### config.mk
export PLATFORM = sky130hd
export DESIGN_NAME = crc32_nibble
export DESIGN_NICKNAME = d
export VERILOG_FILES = /design/src/rtl/mii_rx_pkg.sv /design/src/rtl/mii_rx_frame_checker_crc32_nibble.sv
export SDC_FILE = /design/constraint.sdc
export NUM_CORES = 1
export LEC_CHECK = 0
export CORE_UTILIZATION = 37
export DETAILED_ROUTE_END_ITERATION = 12
export PLACE_DENSITY = 0.91
export SYNTH_ARGS = -nofsm -noshare
export SYNTH_HDL_FRONTEND = slang
export SYNTH_SLANG_ARGS = --single-unit
export TNS_END_PERCENT = 5
### constraint.sdc
create_clock -name vclk -period 1.68
set_input_delay 0.168 -clock vclk [all_inputs]
set_output_delay 0.168 -clock vclk [all_outputs]
set_load 0.005 [all_outputs]
### src/rtl/mii_rx_pkg.sv
// mii_rx_pkg: shared error codes, CRC-32 constants, MII nibble values and FSM state encoding.
package mii_rx_pkg;
    localparam logic [2:0] ERR_OK     = 3'd0;
    localparam logic [2:0] ERR_CRC    = 3'd1;
    localparam logic [2:0] ERR_SHORT  = 3'd2;
    localparam logic [2:0] ERR_LONG   = 3'd3;
    localparam logic [2:0] ERR_ALIGN  = 3'd4;
    localparam logic [2:0] ERR_PHYERR = 3'd5;
    localparam logic [2:0] ERR_NOSFD  = 3'd6;

    localparam logic [31:0] CRC32_POLY_REFL = 32'hEDB88320;
    localparam logic [31:0] CRC32_RESIDUE   = 32'hDEBB20E3;

    localparam logic [3:0] PREAMBLE_NIB = 4'h5;
    localparam logic [3:0] SFD_NIB      = 4'hD;

    typedef enum logic [2:0] {
        WAIT_IDLE,
        IDLE,
        PREAMBLE,
        DATA,
        DROP,
        DONE
    } state_t;
endpackage

### src/rtl/mii_rx_frame_checker_crc32_nibble.sv
// crc32_nibble: combinational reflected CRC-32 update by one nibble, LSB first.
module crc32_nibble
    import mii_rx_pkg::*;
(
    input  logic [31:0] crc_in,
    input  logic [3:0]  nib,
    output logic [31:0] crc_out
);
    always_comb begin
        crc_out = crc_in;
        for (int i = 0; i < 4; i++)
            crc_out = (crc_out >> 1) ^ ((crc_out[0] ^ nib[i]) ? CRC32_POLY_REFL : 32'h0);
    end
endmodule

==> results.md <==
* Max cap viols at 0
* Placed Cells at between 100 and 150
* Layout cells sized above 1 at between 30% and 40%
* First-pass iteration count of the detailed router at 4
* Die height at between 40 and 50 um
* First-pass GRT wire length at 3325 um
* Hold crit path type: input port to output port
* Hold Vio Cnt, Final at 0
* Routed met1 length at 639 um
* Initial drt markers at 5
* # rows at 16
* Fin. max-slew vios at 0
* Vias per cell at 4.387
* Unrepaired setup endpoints after global routing: true
* Top post-synthesis cells by count: xnor3_1 (25), xnor2_1 (12), buf_4 (5)
* Fin crit share at 100.7%
* Largest family of logic cells by synthesized area: XOR/XNOR gates
* GR Util All Layers at 18.11%
* Core area at 2022 um^2
* Pwr/cell area at 504.3 nW/um^2
* IO buf count at 60
* Dpl ws at -0.5591 ns
* Slew @ Worst Pin at 0.1854 ns
* Grt total ovfl at 0
* Sequential cell area at 0 um^2
* Most common cell in the netlist: xnor3_1
* Wire length per cell at 13.14 um
* Final HPWL DP at roughly 1700 um
* Cell breakdown of the critical path: clkdlybuf4s50_1 -> buf_6 -> xor2_4 -> buf_12 -> xnor3_1 -> clkbuf_2
* Worst path top cell family by delay: buffers and inverters
* Synth Instances at 52
* Num sequential at 0
* Crit path arrival time at 1.52 ns
* Buf/Inv on CP at 4
* Drt total wl at between 2000 and 2500 um
* Tmin final at 1.691 ns
* Routability Congestion at about 0.63
* Post-synth top area share at 69.23%
* Die width at around 49 um
* Mux cell area share after synthesis at 0%
* Vias at 680
* Clock buffer count at 0
* Initial antenna violation count at 0
* Initial core utilization at 40.22%
* Setup crit end kind: output port
* Routed wl met2 at 1213 um
* XOR/XNOR share of the synthesized area at 92.62%
* Syn_area_per_cell at between 15 and 20 um^2
* Crit Path Max Fanout at 6
* CP startpoint kind: input port
* Adder-Cell Fraction of Synth Area at 0%
* Remaining DRCs at 0
* Worst Path Required at roughly 1.5 ns
* Top routing layer used: met3
* Synth warn at 0
* Synth Area in Compound Gates at 0%
* # nets final at 166
* Syn-to-layout area delta at 97.54%
* Synth Area in Simple Gates at 0%
* Area contributors post-synth: xnor3_1 (69%), xnor2_1 (13%), buf_4 (4.6%), xnor2_2 (4.0%), xor2_4 (3.4%)
* Failing checks: negative setup slack
* Fin Hold WS at 0.3360 ns
* FMAX at about 590 MHz
* DRT antenna net count at 0
* Synth Net Count at 88
* Area of the multi-input gates at ~800 um^2
* Largest net degree at the start of global routing at 8
* # setup viols final at 1
* Area of the mapped netlist at 813.3 um^2
* CP Class: input port to output port
* Crit path largest cell delay at 0.48 ns
* # IOs at a little under 70
* Die ar. at 2390 um^2
* CP max stage cell: clkdlybuf4s50_1
* ANT cells at 0
* Max-Slew Margin vs Limit at 87.58%
* Seq/Total Area, Yosys at 0%
* Final setup margin at -0.01118 ns
* Synth area leader: xnor3_1
* Pleak at 0.8960 nW
* Yosys cell types at 10
* Maximum vdd drop at between 300 and 400 uV
* # fillers at between 100 and 150
* Met3 WL post-DR at around 180 um
* Finished Layout Cells at 155
* Status: complete, but fails checks
* Vias in the first global route at 730
cell usage in the layout, fill, tap and decap left out, drive strengths merged:
cell type,instances
buf,28
clkbuf,12
clkdlybuf4s15,2
clkdlybuf4s50,27
dlygate4sd2,13
dlymetal6s2s,3
inv,1
xnor2,14
xnor3,25
xor2,3
worst paths after layout:
check	from	endpoint	slack, ns	depth (start not counted)
worst max-delay path	nib[1]	crc_out[7]	-0.01	6
worst min-delay path	crc_in[5]	crc_out[1]	0.34	0
stage by stage:
step                      TNS [ns]  util (%)  total power, mW  instance area, um^2
after floorplan                  0         -           0.3977                813.3
after global placement      -10.85     76.98           0.8773                 1556
after detailed placement    -12.31     76.98           0.9031                 1556
after CTS                  -0.7879     80.45           0.8415                 1627
after global routing       -0.1174     79.46           0.8723                 1607
final                     -0.01118     79.46           0.8102                 1607
logic make-up after synthesis:
family	after synthesis
XOR/XNOR	42
buffers and inverters	10
area by class of cell:
class,count,area share [%]
Inverter,1,0.2336
Multi-Input combinational cell,42,49.69
Timing Repair Buffer,85,47.98
Tap cell,27,2.103
report_power, final:
group / internal, mW / total [mW] / leakage (nW) / switching, mW
Sequential: 0 / 0 / 0 / 0
Clock: 0 / 0 / 0 / 0
Combinational: 0.558 / 0.810 / 0.896 / 0.252
metal layers:
metal	global-route usage, %	vias up
met4	0.4902	0
met5	0	-
li1	-	323
met3	3.427	0
met1	16.30	320
met2	41.20	37
repair_timing:
| action | CTS | global route |
|---|---|---|
| setup buffers | 4 | 4 |
| hold buffers | 0 | 0 |
| endpoints found under the setup margin | 28 | 16 |
| hold endpoints to repair | 0 | 0 |
| pin swaps | 9 | 7 |
| gates resized for setup | 61 | 22 |
No activity file was read; power rests on OpenSTA's default activity.
